--- src/rtl/udp_rx_dispatch.sv ---
// udp_rx_dispatch
//   Pairs each received UDP payload packet with its in-order lookup result
//   (hit, connectionId) and steers hits to one of NUM_CHANNELS output streams
//   chosen by the low bits of connectionId. Misses and packets for disabled
//   channels are consumed and discarded.
//
//   Optional feature macro: ZEUS_RX_DISPATCH_STATS_EN
//     defined   -> saturating rx/miss/disabled packet counters are built
//     undefined -> stat_* outputs are tied to zero, no counter flops
//
//   Handshake semantics (all streams): a transfer happens on a rising clock
//   edge where valid and ready are both high. Valid never depends on ready.
//   The payload ready depends combinationally only on m00_axis_tready[ch]
//   of the channel owning the current packet.

module udp_rx_dispatch #(
   parameter int DATA_WIDTH    = 512,
   parameter int KEEP_WIDTH    = DATA_WIDTH / 8,
   parameter int CONN_ID_WIDTH = 18,
   parameter int NUM_CHANNELS  = 4,
   parameter int STAT_WIDTH    = 32
) (
   input  logic                      s00_axis_aclk,
   input  logic                      s00_axis_aresetn,

   input  logic                      s00_axis_tvalid,
   input  logic                      s00_axis_tlast,
   input  logic [DATA_WIDTH-1:0]     s00_axis_tdata,
   input  logic [KEEP_WIDTH-1:0]     s00_axis_tstrb,
   output logic                      s00_axis_tready,

   input  logic                      s01_axis_lookup_valid,
   input  logic                      s01_axis_lookup_hit,
   input  logic [CONN_ID_WIDTH-1:0]  s01_axis_lookup_connectionId,
   output logic                      s01_axis_lookup_ready,

   input  logic [NUM_CHANNELS-1:0]   channel_enable,

   output logic [NUM_CHANNELS-1:0]   m00_axis_tvalid,
   input  logic [NUM_CHANNELS-1:0]   m00_axis_tready,
   output logic [DATA_WIDTH-1:0]     m00_axis_tdata,
   output logic [KEEP_WIDTH-1:0]     m00_axis_tstrb,
   output logic                      m00_axis_tlast,
   output logic [CONN_ID_WIDTH-1:0]  m00_axis_tuser,

   output logic [STAT_WIDTH-1:0]     stat_rx_pkts,
   output logic [STAT_WIDTH-1:0]     stat_drop_miss,
   output logic [STAT_WIDTH-1:0]     stat_drop_disabled
);

   localparam int CH_W = (NUM_CHANNELS > 1) ? $clog2(NUM_CHANNELS) : 1;

   typedef enum logic [1:0] {
      IDLE    = 2'd0,
      FORWARD = 2'd1,
      DROP    = 2'd2
   } state_t;

   state_t                    state;
   logic [CH_W-1:0]           ch;
   logic [CONN_ID_WIDTH-1:0]  conn_id;

   logic [CH_W-1:0]           lookup_ch;
   logic                      lookup_fire;
   logic                      lookup_fwd;
   logic                      beat_last_fire;

   // With a single channel there are no select bits; everything goes to 0.
   assign lookup_ch      = (NUM_CHANNELS > 1) ? s01_axis_lookup_connectionId[CH_W-1:0] : '0;
   assign lookup_fire    = (state == IDLE) && s01_axis_lookup_valid;
   assign lookup_fwd     = s01_axis_lookup_hit && channel_enable[lookup_ch];
   assign beat_last_fire = s00_axis_tvalid && s00_axis_tready && s00_axis_tlast;

   // Packet FSM: the hit/enable decision is taken once at the lookup handshake
   // and folded into the state, so later enable changes cannot affect the packet.
   always_ff @(posedge s00_axis_aclk or negedge s00_axis_aresetn) begin
      if (!s00_axis_aresetn) begin
         state   <= IDLE;
         ch      <= '0;
         conn_id <= '0;
      end else begin
         case (state)
            IDLE: begin
               if (lookup_fire) begin
                  conn_id <= s01_axis_lookup_connectionId;
                  ch      <= lookup_ch;
                  state   <= lookup_fwd ? FORWARD : DROP;
               end
            end
            FORWARD, DROP: begin
               if (beat_last_fire) state <= IDLE;
            end
            default: state <= IDLE;
         endcase
      end
   end

   // Handshake steering: only the owning channel's ready reaches the payload ready.
   always_comb begin
      s01_axis_lookup_ready = (state == IDLE);
      s00_axis_tready       = 1'b0;
      m00_axis_tvalid       = '0;
      case (state)
         FORWARD: begin
            s00_axis_tready     = m00_axis_tready[ch];
            m00_axis_tvalid[ch] = s00_axis_tvalid;
         end
         DROP: begin
            s00_axis_tready = 1'b1;
         end
         default: begin
         end
      endcase
   end

   assign m00_axis_tdata = s00_axis_tdata;
   assign m00_axis_tstrb = s00_axis_tstrb;
   assign m00_axis_tlast = s00_axis_tlast;
   assign m00_axis_tuser = conn_id;

`ifdef ZEUS_RX_DISPATCH_STATS_EN
   logic [STAT_WIDTH-1:0] rx_cnt;
   logic [STAT_WIDTH-1:0] miss_cnt;
   logic [STAT_WIDTH-1:0] dis_cnt;

   // Saturating packet counters, classified once per packet at the lookup handshake.
   always_ff @(posedge s00_axis_aclk or negedge s00_axis_aresetn) begin
      if (!s00_axis_aresetn) begin
         rx_cnt   <= '0;
         miss_cnt <= '0;
         dis_cnt  <= '0;
      end else if (lookup_fire) begin
         if (!s01_axis_lookup_hit) begin
            if (miss_cnt != '1) miss_cnt <= miss_cnt + STAT_WIDTH'(1);
         end else if (lookup_fwd) begin
            if (rx_cnt != '1) rx_cnt <= rx_cnt + STAT_WIDTH'(1);
         end else begin
            if (dis_cnt != '1) dis_cnt <= dis_cnt + STAT_WIDTH'(1);
         end
      end
   end

   assign stat_rx_pkts       = rx_cnt;
   assign stat_drop_miss     = miss_cnt;
   assign stat_drop_disabled = dis_cnt;
`else
   assign stat_rx_pkts       = '0;
   assign stat_drop_miss     = '0;
   assign stat_drop_disabled = '0;
`endif

endmodule

--- config.mk ---
export PLATFORM = sky130hd
export DESIGN_NAME = udp_rx_dispatch
export DESIGN_NICKNAME = d
export VERILOG_FILES = /design/src/rtl/udp_rx_dispatch.sv
export SDC_FILE = /design/constraint.sdc
export NUM_CORES = 1
export LEC_CHECK = 0
export BUFFER_PORTS_ARGS = -buffer_cell sky130_fd_sc_hd__buf_4
export CAP_MARGIN = 25
export CORE_AREA = 4 4 507 509
export CTS_BUF_LIST = sky130_fd_sc_hd__clkbuf_8
export CTS_CLUSTER_DIAMETER = 80
export DETAILED_ROUTE_END_ITERATION = 10
export DIE_AREA = 0 0 511 513
export PLACE_DENSITY_LB_ADDON = 0.3
export SLEW_MARGIN = 20
export SYNTH_ARGS = -nofsm -noshare
export SYNTH_HDL_FRONTEND = slang
export SYNTH_SLANG_ARGS = --single-unit
--- constraint.sdc ---
create_clock -name s00_axis_aclk -period 4.5 [get_ports s00_axis_aclk]
set_input_delay 0.225 -clock s00_axis_aclk [delete_from_list [all_inputs] [get_ports s00_axis_aclk]]
set_output_delay 0.225 -clock s00_axis_aclk [all_outputs]
set_load 0.01 [all_outputs]
==> flow_summary.yaml, run 1 <==
logic_synthesis:
  ys_types: 26
  async_flop_share_pct: 100
  synth_compound_area_share_pct: 1.29
  netlist_area_sq_mm: 0.00601
  synthXorXnorAreaFrac_pct: 0
  synth-seq-area-share_pct: 8.32
  netlist_instances: 748
  synth_fa_ha_area_share_pct: 0.624
  syn_area_per_cell_sq_um: 8.04
  synth_top_family_by_area: "buffers and inverters"
  synth_seq_cells: 20
  synth_mux_area_share_pct: 3.97
  synth_ff_type: "dfrtp_1"
  ys_warn_count: 0
  synth-edff-count: 0
  yosys.area_share.simple_pct: 1.37
placed_design:
  io_buffers: 56
  dp.cells: 3590
  place_hpwl_microns: 171000
  finalWeightedCongestion: 0.799
route:
  wl_per_cell_microns: 48.1
  drtPass1Iterations: 4
  viasPerCell: 0.717
  totalWireLength_microns: 173000
  first_iter_violations: 102
  via_count: 2579
  ant_nets: 0
  remaining_drc_errors: 0
sta:
  skew_ns: 0.00407
  tightest_slew_ns: 0.952
  fin_crit_sh_pct: 44.3
  timing.setup.tns_ns: 0
  slew_viol_final: 0
  relSlewSlack_pct: 36.5
  setup_viol: 0
  finalHoldViolCount: 0
  fmax_mhz: 502
  rsz0062_at_grt: "no"
  fin_hold_ws_ns: 0.183
  layout_min_cycle_time_ns: 1.99
worst_setup_path:
  crit_path_max_fanout: 4
  crit_family: "simple AND/OR/NAND/NOR gates"
  worstPathRequired_ns: 4.28
  crit_path_start_kind: "flop"
  path_class: "reg2out"
  path_cells: "inv_1 -> ha_1 -> and2b_2 -> a221oi_2 -> and2b_1 -> buf_4"
  cp-end-kind: "output pin"
  cpPeakStageDelay_ns: 0.38
  critPathBufInv: 2
  cp.arrival_ns: 1.77
  cpMaxStageDelayCell: "dfrtp_1"
clocking:
  clk_latency_ns: 0.27
  cts_tree: "yes"
  clock_sinks: 20
  htree_levels: 1
  cts_resized: 0
  path_clk_slew_ns: 0.09
  clockBufferDepth: 2
  postCtsSetupRepairBufs: 0
  ctsHoldBuffers: 1
  cts_buffers: 3
  root_buffer: "clkbuf_8"
pwr:
  finalPower_mw: 1.11
  ir_worst_vdd_mv: 0.188
  p_per_area_mw_per_mm2: 185
  p_leak_nw: 1.04
grt:
  antenna_found_initial: 7
  grtUsageTotal_pct: 12.6
  grt_max_degree: 22
  globalRouteOverflowTotal: 0
  first_global_vias: 2496
  grt_pass1_wl_microns: 181000
layout:
  fin_util_pct: 2.38
  fill_cells: 30239
  layout-drive-gt1-share_pct: 35.8
  finalNonFillerCells: 3596
  area_growth_pct: 0.187
  finalNetCount: 841
die:
  die_y_microns: 513
  start_util_pct: 2.38
  die_area_sq_mm: 0.262
  core-area_sq_mm: 0.253
  ioPinCount: 1305
  rows: 185
  die_w_microns: 511
status:
  run_status: "finished, final reports clean"
worst_hold_path:
  hp-class: "in2reg"
job:
  cap_violations: 0
-- registers in the layout (all words and copies together), names as in the netlist --
register	count
m00_axis_tuser	17
ch	1
state	2
-- where the power goes --
part           switching, mW  leakage [nW]  total (mW)  internal [mW]
sequential             0.101         0.237       0.369          0.268
clock                 0.0704        0.0357       0.189          0.119
combinational          0.301         0.765       0.556          0.254
-- path summary, 6_finish.rpt --
kind / startpoint / endpoint / slack, ns / depth (start not counted)
min in group asynchronous: s00_axis_aresetn / m00_axis_tuser[6] / 0.37 / 2
hold reg to reg: m00_axis_tuser[11] / m00_axis_tuser[11] / 0.52 / 1
setup reg to reg: state[0] / m00_axis_tuser[15] / 2.54 / 4
hold / removal: s01_axis_lookup_connectionId[14] / m00_axis_tuser[14] / 0.18 / 2
setup / recovery: state[1] / s00_axis_tready / 2.51 / 6
max in group asynchronous: s00_axis_aresetn / m00_axis_tuser[16] / 3.90 / 2
-- metrics by stage --
stage          setup WS, ns  instance area, sq um
6_report               2.51                  6020
5_1_grt                2.40                  6020
4_1_cts                2.49                  6020
3_5_place_dp           2.53                  5940
3_3_place_gp           2.51                  5940
2_1_floorplan          2.88                  6370
-- layout make-up --
type                    instances  area [sq um]  share of cell area (%)
inverters                       3          11.3                   0.187
diodes                          1          2.50                  0.0415
flip-flops and latches         20           500                    8.31
clock inverters                 1          30.0                   0.498
well taps                    3366          4210                    69.9
multi-input cells             145           797                    13.2
repair buffers                 57           430                    7.14
clock buffers                   3          41.3                   0.685
-- synth_stat cells (2+ instances only) --
cell type / number / area share, %
and2_1: 3 / 0.31
a32o_1: 2 / 0.33
inv_1: 3 / 0.19
dfrtp_1: 20 / 8.3
buf_4: 673 / 84
ha_1: 3 / 0.62
mux2_2: 19 / 3.6
nand2_1: 5 / 0.31
nor3_1: 2 / 0.17
nor2_1: 2 / 0.12
-- cells in the final DEF, fill, tap and decap left out --
| cell | Yosys | final |
|---|---|---|
| a21oi_1 | 1 | 1 |
| a221oi_2 | 1 | 1 |
| a311o_1 | 1 | 1 |
| a32o_1 | 2 | 2 |
| and2_1 | 3 | 3 |
| and2b_1 | 1 | 1 |
| and2b_2 | 1 | 1 |
| buf_4 | 673 | 56 |
| bufinv_16 | 0 | 1 |
| clkbuf_8 | 0 | 3 |
| conb_1 | 1 | 96 |
| dfrtp_1 | 20 | 20 |
| diode_2 | 0 | 1 |
| dlygate4sd3_1 | 0 | 1 |
| ha_1 | 3 | 3 |
| inv_1 | 3 | 3 |
| mux2_2 | 19 | 19 |
| mux2_4 | 1 | 1 |
| mux2i_1 | 1 | 1 |
| nand2_1 | 5 | 5 |
| nand3_1 | 1 | 1 |
| nor2_1 | 2 | 2 |
| nor2b_1 | 1 | 1 |
| nor3_1 | 2 | 2 |
| o211a_1 | 1 | 1 |
| o211ai_1 | 1 | 1 |
| o21ai_0 | 1 | 1 |
| o21ai_1 | 1 | 1 |
-- per-layer routing --
layer | global-route usage [%] | vias to the layer above | part of all wire [%]
li1 | - | 479 | -
met4 | 2.87 | 2 | 2.8
met2 | 18.2 | 1300 | 41
met1 | 0.554 | 616 | 1.6
met3 | 32.7 | 182 | 55
met5 | 0.128 | - | 0.028
-- kinds of logic after synthesis --
kind of cell,Yosys count
fa+ha+maj,3
simple gates,16
mux,21
flops,20
compound gates,9
buf+inv,678
other cells,1
(Power assumes the default switching activity.)
==> run 2, diff against run 1 <==
--- a/config.mk
+++ b/config.mk
@@ -5,13 +5,14 @@
 export SDC_FILE = /design/constraint.sdc
 export NUM_CORES = 1
 export LEC_CHECK = 0
+export ABC_AREA = 1
 export BUFFER_PORTS_ARGS = -buffer_cell sky130_fd_sc_hd__buf_4
 export CAP_MARGIN = 25
-export CORE_AREA = 4 4 507 509
+export CORE_AREA = 4 4 511 513
 export CTS_BUF_LIST = sky130_fd_sc_hd__clkbuf_8
 export CTS_CLUSTER_DIAMETER = 80
 export DETAILED_ROUTE_END_ITERATION = 10
-export DIE_AREA = 0 0 511 513
+export DIE_AREA = 0 0 515 517
 export PLACE_DENSITY_LB_ADDON = 0.3
 export SLEW_MARGIN = 20
 export SYNTH_ARGS = -nofsm -noshare
==> constraint.sdc (replaced) <==
create_clock -name s00_axis_aclk -period 1.9 [get_ports s00_axis_aclk]
set_input_delay 0.095 -clock s00_axis_aclk [delete_from_list [all_inputs] [get_ports s00_axis_aclk]]
set_output_delay 0.095 -clock s00_axis_aclk [all_outputs]
set_load 0.01 [all_outputs]
==> run 2 against run 1 <==
Core utilization is essentially flat. Setup slack lost 2.4 ns. Routed wire length shrank 7.1%. Design area grew 0.35%. Critical path type unchanged. Highest routed layer unchanged.
==> flow_summary.yaml, run 2 <==
status:
  run_status: "finished, final reports clean"
logic_synthesis:
  synth_top_area_share_pct: 84.2
  synth-seq-area-share_pct: 8.34
  synth-edff-count: 0
  ys_types: 17
  netlist_area_sq_mm: 0.00600
  async_flop_share_pct: 100
  syn_area_per_cell_sq_um: 7.52
  ys_top_cells_by_count: "buf_4 (673), nand2_1 (70), dfrtp_1 (20)"
  synth_seq_cells: 20
  netlist_instances: 798
  ys_warn_count: 0
  ys_top_cells_by_area: "buf_4 (84%), dfrtp_1 (8.3%), nand2_1 (4.4%)"
  synth_ff_type: "dfrtp_1"
  yosysTopAreaCell: "buf_4"
  yosysMostFrequentCell: "buf_4"
placed_design:
  place_worst_setup_slack_ns: 0.277
  finalWeightedCongestion: 0.868
  place_hpwl_microns: 158000
  io_buffers: 56
clocking:
  clk_latency_ns: 0.26
  clockBufferDepth: 2
  clock_sinks: 20
  path_clk_slew_ns: 0.08
  htree_levels: 1
  root_buffer: "clkbuf_8"
  cts_buffers: 3
  cts_tree: "yes"
sta:
  worst_slack_ns: 0.127
  fmax_mhz: 564
  fin_crit_sh_pct: 93.3
  layout_min_cycle_time_ns: 1.77
  slew_viol_final: 0
  rsz0062_at_grt: "yes"
  skew_ns: 0.00345
  finalHoldViolCount: 0
  relSlewSlack_pct: 66.1
  timing.setup.tns_ns: 0
  tightest_slew_ns: 0.506
  setup_viol: 0
route:
  via_count: 2746
  first_iter_violations: 157
  viasPerCell: 0.750
  totalWireLength_microns: 161000
  wl_per_cell_microns: 43.9
  ant_nets: 0
  remaining_drc_errors: 0
  drtPass1Iterations: 4
die:
  die_y_microns: 517
  start_util_pct: 2.34
  ioPinCount: 1305
  core-area_sq_mm: 0.256
  rows: 186
  die_area_sq_mm: 0.266
  die_w_microns: 515
pwr:
  ir_worst_vdd_mv: 0.271
  switching_share_pct: 45.6
  p_per_area_mw_per_mm2: 430
  finalPower_mw: 2.60
  p_switching_mw: 1.19
  pwr-share-clk_pct: 17.0
  p_leak_nw: 1.17
  pwr-share-comb_pct: 49.6
  seq_power_share_pct: 33.4
  p_int_mw: 1.42
worst_setup_path:
  crit_path_start_kind: "flop"
  path_class: "reg2out"
  cp-end-kind: "output pin"
  crit_path_max_fanout: 7
  cpMostUsedCell: "nand2_1"
  cpPeakStageDelay_ns: 0.48
  worstPathRequired_ns: 1.80
  rr_worst_depth: 6
  critPathBufInv: 2
  cpMaxStageDelayCell: "dfrtp_2"
  critical_path_depth: 8
  crit_family: "flip-flops"
  cp.arrival_ns: 1.68
  path_cells: "inv_2 -> nand2_1 -> nand2_1 -> nand2_1 -> nand2_1 -> nand2_1 -> a21boi_0 -> buf_4"
grt:
  grtUsageTotal_pct: 11.4
  met2_usage_pct: 15.4
  grt_pass1_wl_microns: 167000
  first_global_vias: 2525
  grt.met1_usage_pct: 1.05
  grt_use_met3_pct: 29.0
  grt_max_degree: 21
  antenna_found_initial: 17
  grt-busiest-layer: "met3"
  globalRouteOverflowTotal: 0
layout:
  area_growth_pct: 0.772
  n_antenna_cell: 0
  layout_common_cells: "conb_1 (96), nand2_1 (70), buf_4 (56)"
  layout-drive-gt1-share_pct: 24.0
  finalNetCount: 891
  largest_reg_flops: 17
  final_common_cell: "conb_1"
job:
  cap_violations: 0
worst_hold_path:
  hold_path_depth: 3
  hp-class: "in2reg"
[run 2: cell count changes after synthesis, moves of 2 or more]
cell	before	now
nor3_1	2	4
nand2_2	0	2
a32o_1	2	0
inv_1	3	8
mux2_2	19	0
clkbuf_1	1	3
nand2_1	5	70
o21ai_0	1	4
and2_1	3	0
[run 2: worst min-delay path, delay by kind of cell]
| family | cells | cell delay, ns |
|---|---|---|
| AND/OR/NAND/NOR | 2 | 0.08 |
| buffers and inverters | 1 | 0.08 |
[run 2: worst paths after layout]
path / startpoint / endpoint / slack [ns]
setup / recovery: ch[0] / s00_axis_tready / 0.13
hold / removal: s01_axis_lookup_connectionId[17] / m00_axis_tuser[17] / 0.02
setup reg to reg: state[0] / state[1] / 0.28
hold reg to reg: m00_axis_tuser[11] / m00_axis_tuser[11] / 0.51
max in group asynchronous: s00_axis_aresetn / ch[0] / 1.32
min in group asynchronous: s00_axis_aresetn / state[0] / 0.32
[run 2: layout make-up]
type / count / area [sq um]
clock inverter: 1 / 30.0
timing repair buffer: 58 / 442
sequential: 20 / 502
multi-input combinational: 187 / 759
inverter: 10 / 37.5
clock buffer: 3 / 41.3
fill: 30592 / 250000
tap: 3384 / 4230
[run 2: cells by family after synthesis]
| logic type | after synthesis | share of synthesized area [%] |
|---|---|---|
| buffers and inverters | 686 | 85.0 |
| AND/OR/NAND/NOR | 82 | 5.38 |
| flip-flops | 20 | 8.34 |
| AO/OA/AOI/OAI | 6 | 0.563 |
| adder cells (fa/ha/maj) | 3 | 0.626 |
| other | 1 | 0.0625 |
[run 2: layer usage]
layer / wire, microns / vias up
li1: - / 592
met1: 5810 / 701
met2: 61200 / 1155
met3: 85300 / 272
met4: 8210 / 26
met5: 167 / -
[run 2: power by group through the flow]
stage | registers, mW | logic [mW] | clock network (mW)
3_5_place_dp | 0.870 | 1.27 | 0
5_1_grt | 0.897 | 1.41 | 0.480
3_3_place_gp | 0.869 | 1.27 | 0
2_1_floorplan | 0.861 | 1.93 | 0
6_report | 0.870 | 1.29 | 0.442
4_1_cts | 0.862 | 1.28 | 0.457
[run 2: through the flow]
stage	cells	hold WS, ns	utilization [%]	cell area, sq um
finish	3663	0.0181	2.36	6050
global route	3663	0.00923	2.36	6050
CTS	3663	0.0112	2.36	6040
detailed placement	3658	0.0112	2.32	5950
global placement	3658	0.0101	2.32	5950
floorplan	893	-0.201	-	6360
[run 2: repair_timing]
item | in CTS | in global routing
setup endpoints to repair | 0 | 3
endpoints found under the hold margin | 20 | 0
hold buffers | 1 | 0
buffers inserted | 0 | 0
gates resized for setup | 0 | 3
==> run 3, diff against run 2 <==
--- a/config.mk
+++ b/config.mk
@@ -6,7 +6,7 @@
 export NUM_CORES = 1
 export LEC_CHECK = 0
 export ABC_AREA = 1
-export BUFFER_PORTS_ARGS = -buffer_cell sky130_fd_sc_hd__buf_4
+export BUFFER_PORTS_ARGS = -buffer_cell sky130_fd_sc_hd__buf_2
 export CAP_MARGIN = 25
 export CORE_AREA = 4 4 511 513
 export CTS_BUF_LIST = sky130_fd_sc_hd__clkbuf_8
==> run 3 against run 2 <==
Highest routed layer unchanged. Critical path type unchanged. Critical path depth down 3. Combinational power down 9%. Fmax about the same.
==> flow_summary.yaml, run 3 (synthesis results as in run 2) <==
pwr:
  p_switching_mw: 1.18
  pwr-share-clk_pct: 12.6
  switching_share_pct: 50.8
  ir_worst_vdd_mv: 0.362
  p_per_area_mw_per_mm2: 395
  p_int_mw: 1.14
  pwr-share-comb_pct: 50.4
  seq_power_share_pct: 36.9
  p_leak_nw: 1.12
worst_setup_path:
  path_class: "reg2out"
  cp.arrival_ns: 1.68
  cp-end-kind: "output pin"
  crit_path_max_fanout: 4
  crit_path_start_kind: "flop"
  worstPathRequired_ns: 1.80
route:
  wl_per_cell_microns: 43.9
  drtPass1Iterations: 4
  ant_nets: 0
  via_count: 2778
  totalWireLength_microns: 161000
  remaining_drc_errors: 0
  viasPerCell: 0.759
  first_iter_violations: 194
clocking:
  clockBufferDepth: 2
  htree_levels: 1
  cts_tree: "yes"
  path_clk_slew_ns: 0.08
  root_buffer: "clkbuf_8"
  clock_sinks: 20
  cts_buffers: 3
  clk_latency_ns: 0.26
sta:
  fmax_mhz: 564
  skew_ns: 0.00187
  timing.setup.tns_ns: 0
  fin_crit_sh_pct: 93.4
  layout_min_cycle_time_ns: 1.77
  fin_hold_ws_ns: 0.0289
  relSlewSlack_pct: 65.5
  rsz0062_at_grt: "no"
  finalHoldViolCount: 0
  setup_viol: 0
  slew_viol_final: 0
  tightest_slew_ns: 0.517
layout:
  finalNetCount: 891
  n_antenna_cell: 0
  area_growth_pct: -1.90
  fill_cells: 30587
  layout-drive-gt1-share_pct: 23.4
  layout_common_cells: "conb_1 (96), nand2_1 (70), buf_2 (55)"
  stdcell_area_sq_mm: 0.00589
  final_common_cell: "conb_1"
  largest_reg_flops: 17
placed_design:
  finalWeightedCongestion: 0.865
  place_area_sq_mm: 0.00583
  io_buffers: 56
  place_hpwl_microns: 158000
grt:
  first_global_vias: 2518
  antenna_found_initial: 22
  grtUsageTotal_pct: 11.4
  globalRouteOverflowTotal: 0
  grt_max_degree: 21
  grt_pass1_wl_microns: 167000
status:
  run_status: "finished, final reports clean"
die:
  die_w_microns: 515
  rows: 186
  core-area_sq_mm: 0.256
  ioPinCount: 1305
  die_y_microns: 517
  die_area_sq_mm: 0.266
  start_util_pct: 2.34
worst_hold_path:
  hp-class: "in2reg"
job:
  cap_violations: 0
==> run 3: worst paths after layout <==
| kind | start | endpoint | slack [ns] | depth (start not counted) |
|---|---|---|---|---|
| min | s01_axis_lookup_connectionId[8] | m00_axis_tuser[8] | 0.03 | 3 |
| max reg2reg | state[0] | state[1] | 0.29 | 6 |
| max in group asynchronous | s00_axis_aresetn | ch[0] | 1.14 | 2 |
| min reg2reg | m00_axis_tuser[3] | m00_axis_tuser[3] | 0.50 | 2 |
| min in group asynchronous | s00_axis_aresetn | m00_axis_tuser[9] | 0.40 | 2 |
| max | state[1] | m00_axis_tvalid[2] | 0.13 | 5 |
==> run 3: worst max-delay path, cell delays in order (launching register included) <==
cell	delay [ns]
dfrtp_1	0.41
inv_1	0.09
ha_1	0.16
nand2_1	0.17
nor3_1	0.21
buf_2	0.36
==> run 3: power groups by stage <==
stage / Clock (mW) / Combinational (mW) / Sequential [mW]
finish: 0.293 / 1.17 / 0.858
global route: 0.312 / 1.28 / 0.881
CTS: 0.297 / 1.17 / 0.860
global placement: 0 / 1.16 / 0.862
floorplan: 0 / 1.93 / 0.861
detailed placement: 0 / 1.15 / 0.868
==> run 3: layout make-up <==
class	instances	area (sq um)	share of cell area, %
tap	3384	4230	71.9
timing repair buffer	58	313	5.31
clock buffer	3	41.3	0.702
inverter	10	37.5	0.638
sequential	20	500	8.50
multi-input combinational	187	759	12.9
==> run 3: repair_timing <==
item                                    in CTS  in global routing
endpoints found under the setup margin       0                  2
endpoints found under the hold margin       20                  0
hold buffers                                 1                  0
buffers inserted                             0                  0
resized for setup                            0                  2
==> run 3: layer usage <==
metal | global-route usage (%) | part of all wire, % | up-vias
met4 | 4.79 | 5.2 | 38
met5 | 0.0180 | 0.15 | -
met3 | 28.9 | 53 | 292
met2 | 15.3 | 38 | 1150
met1 | 1.10 | 3.4 | 709
li1 | - | - | 589
==> run 3: through the flow <==
stage	util [%]	total power [mW]	worst slack, ns	cells
floorplan	-	2.79	0.544	893
global placement	2.28	2.02	0.286	3658
detailed placement	2.28	2.02	0.272	3658
CTS	2.30	2.32	0.0249	3662
global route	2.30	2.47	0.00271	3662
finish	2.30	2.32	0.126	3662
